$ cat src/rtl/load_store_unit_pkg.sv
// Shared types and lane helpers for the load/store unit and its byte-lane aligner.
package load_store_unit_pkg;

    typedef logic [31:0] t_address;
    typedef logic [31:0] t_data;

    localparam int LSU_MEM_WORDS = 1024;

    typedef enum logic [2:0] {
        MEM_B  = 3'b000,
        MEM_H  = 3'b001,
        MEM_W  = 3'b010,
        MEM_BU = 3'b100,
        MEM_HU = 3'b101
    } t_mem_funct3;

    typedef enum logic [1:0] {
        S_IDLE  = 2'd0,
        S_BEAT0 = 2'd1,
        S_BEAT1 = 2'd2,
        S_RESP  = 2'd3
    } t_lsu_state;

    // Byte lanes touched across two consecutive words; upper nibble non-zero means crossing.
    function automatic logic [7:0] lanes8(input logic [2:0] funct3, input logic [1:0] addr_lo);
        logic [7:0] size_mask;
        case (funct3)
            MEM_B, MEM_BU: size_mask = 8'b0000_0001;
            MEM_H, MEM_HU: size_mask = 8'b0000_0011;
            MEM_W:         size_mask = 8'b0000_1111;
            default:       size_mask = 8'b0000_0000;
        endcase
        return size_mask << addr_lo;
    endfunction

endpackage

$ cat src/rtl/load_store_unit_if.sv
// Execute-side request/response handshake plus the memory data port, as seen by the LSU.
interface load_store_unit_if;
    import load_store_unit_pkg::*;

    logic       i_req_valid;
    logic       o_req_ready;
    logic       i_req_write;
    logic [2:0] i_req_funct3;
    t_address   i_req_address;
    t_data      i_req_data;
    logic       o_resp_valid;
    logic       i_resp_ready;
    t_data      o_resp_data;
    logic       o_resp_fault;
    t_address   o_mem_address;
    t_data      o_mem_in_data;
    logic [3:0] o_mem_write_mask;
    logic       o_mem_write_en;
    t_data      i_mem_out_data;

    modport slave (
        input  i_req_valid, i_req_write, i_req_funct3, i_req_address, i_req_data,
        input  i_resp_ready, i_mem_out_data,
        output o_req_ready, o_resp_valid, o_resp_data, o_resp_fault,
        output o_mem_address, o_mem_in_data, o_mem_write_mask, o_mem_write_en
    );

    modport master (
        output i_req_valid, i_req_write, i_req_funct3, i_req_address, i_req_data,
        output i_resp_ready, i_mem_out_data,
        input  o_req_ready, o_resp_valid, o_resp_data, o_resp_fault,
        input  o_mem_address, o_mem_in_data, o_mem_write_mask, o_mem_write_en
    );

endinterface

$ cat src/rtl/load_store_unit_align.sv
// Combinational byte-lane logic: store lane masks/data shifting and load extraction/extension.
module lsu_align
    import load_store_unit_pkg::*;
(
    input  logic [2:0]  funct3_i,
    input  logic [1:0]  addr_lo_i,
    input  t_data       data_i,
    input  t_data       lo_i,
    input  t_data       hi_i,
    output logic [7:0]  lanes8_o,
    output logic [63:0] data64_o,
    output t_data       load_o
);

    logic [5:0]  shift;
    logic [63:0] load64;

    assign shift    = {1'b0, addr_lo_i, 3'b000};
    assign lanes8_o = lanes8(funct3_i, addr_lo_i);
    assign data64_o = {32'b0, data_i} << shift;
    assign load64   = {hi_i, lo_i} >> shift;

    always_comb begin
        load_o = '0;
        case (funct3_i)
            MEM_B:   load_o = {{24{load64[7]}}, load64[7:0]};
            MEM_H:   load_o = {{16{load64[15]}}, load64[15:0]};
            MEM_W:   load_o = load64[31:0];
            MEM_BU:  load_o = {24'b0, load64[7:0]};
            MEM_HU:  load_o = {16'b0, load64[15:0]};
            default: load_o = '0;
        endcase
    end

endmodule

$ cat src/rtl/load_store_unit.sv
// Load/store sequencer: validates a request, issues one or two word beats, then holds the response.
module load_store_unit
    import load_store_unit_pkg::*;
#(
    parameter int MEM_WORDS = LSU_MEM_WORDS
) (
    input  logic              i_clk,
    input  logic              i_rst,
    load_store_unit_if.slave  bus
);

    localparam logic [31:0] MEM_WORDS_W = 32'(MEM_WORDS);

    t_lsu_state  state_q, state_d;
    logic        write_q;
    logic [2:0]  funct3_q;
    t_address    addr_q;
    t_data       data_q;
    t_data       lo_q, hi_q;
    logic        fault_q;

    logic        accept;
    logic        legal_req;
    logic        range_fault;
    logic        fault_req;
    logic [7:0]  req_lanes;
    logic [31:0] req_word0;
    logic [7:0]  lanes;
    logic [63:0] data64;
    t_data       load_val;
    logic        we_raw;
    t_address    word0_addr;

    assign accept    = (state_q == S_IDLE) && bus.i_req_valid;
    assign req_lanes = lanes8(bus.i_req_funct3, bus.i_req_address[1:0]);
    assign req_word0 = {2'b00, bus.i_req_address[31:2]};

    always_comb begin
        legal_req = 1'b0;
        case (bus.i_req_funct3)
            MEM_B, MEM_H, MEM_W: legal_req = 1'b1;
            MEM_BU, MEM_HU:      legal_req = !bus.i_req_write;
            default:             legal_req = 1'b0;
        endcase
    end

    // Both words are range-checked up front so a crossing store never writes half of itself.
    assign range_fault = (req_word0 >= MEM_WORDS_W) ||
                         ((req_lanes[7:4] != 4'b0000) && (req_word0 + 32'd1 >= MEM_WORDS_W));
    assign fault_req   = !legal_req || range_fault;

    lsu_align u_align (
        .funct3_i  (funct3_q),
        .addr_lo_i (addr_q[1:0]),
        .data_i    (data_q),
        .lo_i      (lo_q),
        .hi_i      (hi_q),
        .lanes8_o  (lanes),
        .data64_o  (data64),
        .load_o    (load_val)
    );

    assign word0_addr = {addr_q[31:2], 2'b00};

    always_ff @(posedge i_clk) begin
        if (i_rst) begin
            state_q  <= S_IDLE;
            write_q  <= 1'b0;
            funct3_q <= '0;
            addr_q   <= '0;
            data_q   <= '0;
            lo_q     <= '0;
            hi_q     <= '0;
            fault_q  <= 1'b0;
        end else begin
            state_q <= state_d;
            if (accept) begin
                write_q  <= bus.i_req_write;
                funct3_q <= bus.i_req_funct3;
                addr_q   <= bus.i_req_address;
                data_q   <= bus.i_req_data;
                fault_q  <= fault_req;
                lo_q     <= '0;
                hi_q     <= '0;
            end
            if (state_q == S_BEAT0 && !write_q) lo_q <= bus.i_mem_out_data;
            if (state_q == S_BEAT1 && !write_q) hi_q <= bus.i_mem_out_data;
        end
    end

    always_comb begin
        state_d              = state_q;
        bus.o_req_ready      = 1'b0;
        bus.o_resp_valid     = 1'b0;
        bus.o_mem_address    = '0;
        bus.o_mem_in_data    = '0;
        bus.o_mem_write_mask = '0;
        we_raw               = 1'b0;
        case (state_q)
            S_IDLE: begin
                bus.o_req_ready = 1'b1;
                if (bus.i_req_valid) state_d = fault_req ? S_RESP : S_BEAT0;
            end
            S_BEAT0: begin
                bus.o_mem_address = word0_addr;
                if (write_q) begin
                    bus.o_mem_in_data    = data64[31:0];
                    bus.o_mem_write_mask = lanes[3:0];
                    we_raw               = (lanes[3:0] != 4'b0000);
                end
                state_d = (lanes[7:4] != 4'b0000) ? S_BEAT1 : S_RESP;
            end
            S_BEAT1: begin
                bus.o_mem_address = word0_addr + 32'd4;
                if (write_q) begin
                    bus.o_mem_in_data    = data64[63:32];
                    bus.o_mem_write_mask = lanes[7:4];
                    we_raw               = 1'b1;
                end
                state_d = S_RESP;
            end
            S_RESP: begin
                bus.o_resp_valid = 1'b1;
                if (bus.i_resp_ready) state_d = S_IDLE;
            end
            default: state_d = S_IDLE;
        endcase
    end

    assign bus.o_mem_write_en = we_raw && !i_rst;
    assign bus.o_resp_fault   = (state_q == S_RESP) && fault_q;
    assign bus.o_resp_data    = (state_q == S_RESP && !fault_q && !write_q) ? load_val : '0;

endmodule

$ cat src/flat_wrapper.sv
// flat-port wrapper written by rule: the top's interface ports become plain ports
module load_store_unit_flat import load_store_unit_pkg::*;
#(
    parameter int MEM_WORDS = LSU_MEM_WORDS
)
  (i_clk, i_rst, bus_i_req_valid, bus_i_req_write, bus_i_req_funct3, bus_i_req_address, bus_i_req_data, bus_i_resp_ready, bus_i_mem_out_data, bus_o_req_ready, bus_o_resp_valid, bus_o_resp_data, bus_o_resp_fault, bus_o_mem_address, bus_o_mem_in_data, bus_o_mem_write_mask, bus_o_mem_write_en);
  load_store_unit_if bus_i ();
  input  logic i_clk;
  input  logic i_rst;
  input wire logic [$bits(bus_i.i_req_valid)-1:0] bus_i_req_valid;
  input wire logic [$bits(bus_i.i_req_write)-1:0] bus_i_req_write;
  input wire logic [$bits(bus_i.i_req_funct3)-1:0] bus_i_req_funct3;
  input wire logic [$bits(bus_i.i_req_address)-1:0] bus_i_req_address;
  input wire logic [$bits(bus_i.i_req_data)-1:0] bus_i_req_data;
  input wire logic [$bits(bus_i.i_resp_ready)-1:0] bus_i_resp_ready;
  input wire logic [$bits(bus_i.i_mem_out_data)-1:0] bus_i_mem_out_data;
  output wire logic [$bits(bus_i.o_req_ready)-1:0] bus_o_req_ready;
  output wire logic [$bits(bus_i.o_resp_valid)-1:0] bus_o_resp_valid;
  output wire logic [$bits(bus_i.o_resp_data)-1:0] bus_o_resp_data;
  output wire logic [$bits(bus_i.o_resp_fault)-1:0] bus_o_resp_fault;
  output wire logic [$bits(bus_i.o_mem_address)-1:0] bus_o_mem_address;
  output wire logic [$bits(bus_i.o_mem_in_data)-1:0] bus_o_mem_in_data;
  output wire logic [$bits(bus_i.o_mem_write_mask)-1:0] bus_o_mem_write_mask;
  output wire logic [$bits(bus_i.o_mem_write_en)-1:0] bus_o_mem_write_en;
  assign bus_i.i_req_valid = bus_i_req_valid;
  assign bus_i.i_req_write = bus_i_req_write;
  assign bus_i.i_req_funct3 = bus_i_req_funct3;
  assign bus_i.i_req_address = bus_i_req_address;
  assign bus_i.i_req_data = bus_i_req_data;
  assign bus_i.i_resp_ready = bus_i_resp_ready;
  assign bus_i.i_mem_out_data = bus_i_mem_out_data;
  assign bus_o_req_ready = bus_i.o_req_ready;
  assign bus_o_resp_valid = bus_i.o_resp_valid;
  assign bus_o_resp_data = bus_i.o_resp_data;
  assign bus_o_resp_fault = bus_i.o_resp_fault;
  assign bus_o_mem_address = bus_i.o_mem_address;
  assign bus_o_mem_in_data = bus_i.o_mem_in_data;
  assign bus_o_mem_write_mask = bus_i.o_mem_write_mask;
  assign bus_o_mem_write_en = bus_i.o_mem_write_en;
  load_store_unit #(.MEM_WORDS(MEM_WORDS)) u_core (.i_clk(i_clk), .i_rst(i_rst), .bus(bus_i));
endmodule
$ cat config.mk
export PLATFORM = sky130hd
export DESIGN_NAME = load_store_unit_flat
export DESIGN_NICKNAME = d
export VERILOG_FILES = /design/src/rtl/load_store_unit_pkg.sv /design/src/rtl/load_store_unit_if.sv /design/src/rtl/load_store_unit_align.sv /design/src/rtl/load_store_unit.sv /design/src/flat_wrapper.sv
export SDC_FILE = /design/constraint.sdc
export NUM_CORES = 1
export LEC_CHECK = 0
export ABC_CLOCK_PERIOD_IN_PS = 5800
export BUFFER_PORTS_ARGS = -buffer_cell sky130_fd_sc_hd__buf_2
export CORE_MARGIN = 5
export CORE_UTILIZATION = 35
export CTS_BUF_LIST = sky130_fd_sc_hd__clkbuf_8
export DETAILED_ROUTE_END_ITERATION = 10
export GPL_TIMING_DRIVEN = 0
export PLACE_DENSITY = 0.54
export SLEW_MARGIN = 25
export SYNTH_ARGS = -nofsm -noshare
export SYNTH_HDL_FRONTEND = slang
export SYNTH_SLANG_ARGS = --single-unit
$ cat constraint.sdc
create_clock -name i_clk -period 5.8 [get_ports i_clk]
set_clock_uncertainty 0.1 [all_clocks]
set_input_delay 0.58 -clock i_clk [delete_from_list [all_inputs] [get_ports i_clk]]
set_output_delay 0.58 -clock i_clk [all_outputs]
set_load 0.05 [all_outputs]
==> impl_metrics.env <==
export IMPL_drt_iter0_drc=752
export IMPL_die_w_um=161
export IMPL_clk_latency_ns=0.46
export IMPL_hp_class="in -> reg"
export IMPL_slew_headroom_pct=45.1
export IMPL_final_area_um2=9750
export IMPL_drv_cap=0
export IMPL_r2r_start="u_core.state_q[1]"
export IMPL_antenna_cells=0
export IMPL_slew_violations=0
export IMPL_post_route_period_util_pct=69.8
export IMPL_synth_ff_type="dfxtp_1"
export IMPL_fp_dieH_um=161
export IMPL_viasPerCell=5.68
export IMPL_cts_root_buf="clkbuf_8"
export IMPL_nNetsFinal=1343
export IMPL_cp_arrival_ns=3.37
export IMPL_fmax_mhz=247
export IMPL_synth_compound_area_share_pct=23.7
export IMPL_endpoint_kind="primary output"
export IMPL_drt_met1_wl_mm=14.0
export IMPL_grt_max_degree=17
export IMPL_cts_buffer_depth=2
export IMPL_p_leak_nw=3.74
export IMPL_ir_worst_vdd_uv=150
export IMPL_synth_common_cells="198 x nand2_1, 127 x dfxtp_1, 109 x a21oi_1"
export IMPL_h_tree_depth=4
export IMPL_synthMuxAreaShare_pct=13.6
export IMPL_rsz0062_at_grt="no"
export IMPL_ctsResizeCount=0
export IMPL_ys_seq_area_share_pct=32.0
export IMPL_cts_sinks=127
export IMPL_power_mw=3.73
export IMPL_yosysWarnings=0
export IMPL_critPathRequiredTime_ns=5.12
export IMPL_coreArea_um2=22500
export IMPL_firstDrtPassIters=5
export IMPL_synth_most_common_cell="nand2_1"
export IMPL_dp_cells=1500
export IMPL_yosysTopAreaCell="dfxtp_1"
export IMPL_critPathLaunch="u_core.state_q[1]"
export IMPL_synthSimpleGateAreaFrac_pct=23.4
export IMPL_antenna_found_initial=0
export IMPL_layout_cells_non_filler=1532
export IMPL_critPathMaxFanout=10
export IMPL_ant_nets=0
export IMPL_num_vias=8700
export IMPL_holdWs_ns=0.245
export IMPL_yosysTopAreaCellShare_pct=32.0
export IMPL_r2r_slack_ns=3.33
export IMPL_hold_buffers=0
export IMPL_initial_core_util_pct=35.3
export IMPL_fin_setup_tns_ns=0
export IMPL_outcome="finished, final reports clean"
export IMPL_cts_setup_buffers=0
export IMPL_synth_edf_count=0
export IMPL_wl_met2_mm=14.3
export IMPL_areaGrowthSynthToFinish_pct=22.7
export IMPL_grt_pass1_vias=8569
export IMPL_async_flop_share_pct=0
export IMPL_reg2reg_depth=8
export IMPL_period_needed_ns=4.05
export IMPL_place_gp_congestion=0.918
export IMPL_io_pins=208
export IMPL_dp_slack_ns=2.32
export IMPL_tritoncts="yes"
export IMPL_drc_errors=0
export IMPL_syn_cell_area_um2=7950
export IMPL_path_class="reg -> out"
export IMPL_cts_buffers=17
export IMPL_gr_total_overflow=0
export IMPL_grtUsageTotal_pct=23.9
export IMPL_synthCells=1010
export IMPL_avgSynthCellArea_um2=7.87
export IMPL_synth_xor_area_share_pct=0.110
export IMPL_routed_top_layer="met4"
export IMPL_synth_top_family_by_area="compound AO/OA/AOI/OAI gates"
export IMPL_placed_area_um2=9330
export IMPL_dr_wl_met3_mm=2.54
export IMPL_r2r_end="u_core.lo_q[8]"
export IMPL_wl_mm=31.6
export IMPL_finalCoreUtilization_pct=43.3
export IMPL_power_density_nw_per_um2=382
export IMPL_startpoint_type="flip-flop"
export IMPL_fillers=2366
export IMPL_post_drt_wl_per_cell_um=20.6
export IMPL_tightest_slew_ns=0.823
export IMPL_fin_ws_ns=1.75
export IMPL_post_dp_hpwl_mm=23.6
export IMPL_synth_area_top_cells="dfxtp_1 32%, nand2_1 9.3%, mux4_2 9.1%, a21oi_1 6.9%, a22oi_1 6.5%"
export IMPL_port_buffers=204
export IMPL_report_final_hold_viol_count=0
export IMPL_worstSetupEndpoint="bus_o_mem_in_data[31]"
export IMPL_dieArea_um2=25800
export IMPL_drive_gt1_share_pct=26.5
export IMPL_cts_clk_slew_worst_paths_ns=0.08
export IMPL_ys_seq_elements=127
export IMPL_rows=55
export IMPL_setup_viol_count_final=0
export IMPL_synth_adder_area_share_pct=0.787
export IMPL_synth_cell_types=68
export IMPL_grt_pass1_wl_mm=48.9
-- kinds of logic after synthesis --
group           Yosys count
other cells               1
flops                   127
mux                      67
buf+inv                 114
fa+ha+maj                 5
simple gates            412
compound gates          283
xor+xnor                  1
-- flip-flops by register name, summed over array words and instances (netlist names) --
signal	count
u_core.addr_q	32
u_core.data_q	32
u_core.fault_q	1
u_core.funct3_q	3
u_core.hi_q	24
u_core.lo_q	32
u_core.state_q	2
u_core.write_q	1
-- routing by layer --
metal / vias up / track usage [%]
met1: 4105 / 32.4
li1: 4133 / -
met3: 43 / 5.29
met2: 419 / 38.5
met4: 0 / 6.75
met5: - / 0
-- cell type report --
cell class | instances | area (um^2) | share of cell area, %
multi-input cells | 770 | 4900 | 50.3
inverters | 15 | 56.3 | 0.578
repair buffers | 204 | 1020 | 10.5
plain buffers | 99 | 449 | 4.61
clock inverters | 15 | 185 | 1.90
flip-flops and latches | 127 | 2540 | 26.1
clock buffers | 17 | 234 | 2.40
well taps | 285 | 357 | 3.66
-- cell usage in the layout (no fill, tap or decap), types with 9 or more instances in the layout --
cell type / count
dfxtp_1: 127
mux2i_1: 27
buf_2: 233
and3_1: 9
nor2b_1: 13
inv_1: 16
nor2_1: 106
clkbuf_8: 17
a211oi_1: 15
nand3_1: 26
nand2_1: 198
clkbuf_1: 55
o21ai_0: 16
nand4_1: 13
a21oi_1: 109
a22oi_1: 69
mux4_2: 32
-- report_power, final --
| part | switching, mW | leakage (nW) | internal, mW | total [mW] |
|---|---|---|---|---|
| logic | 1.15 | 2.50 | 0.518 | 1.67 |
| registers | 0.175 | 1.04 | 1.04 | 1.22 |
| clock network | 0.410 | 0.206 | 0.431 | 0.840 |
| total | 1.74 | 3.74 | 1.99 | 3.73 |
-- worst min path at each step --
stage                                     start                 to  slack (ns)  cells after the start
final                        bus_i_req_data[16]  u_core.data_q[16]        0.25                      3
after global routing      bus_i_req_address[27]  u_core.addr_q[27]        0.24                      3
after CTS                    bus_i_req_data[16]  u_core.data_q[16]        0.23                      3
after detailed placement      u_core.addr_q[30]  u_core.addr_q[30]        0.37                      2
after global placement        u_core.addr_q[30]  u_core.addr_q[30]        0.37                      2
after floorplan               u_core.addr_q[30]  u_core.addr_q[30]        0.35                      2
-- critical path, cell delays in order, from the launching register on --
cell and delay [ns]:
dfxtp_1 0.38, inv_1 0.09, ha_1 0.31, clkbuf_1 0.32
clkbuf_1 0.49, nand2_1 0.42, a211oi_1 0.54, buf_2 0.36
(Power assumes the default switching activity.)
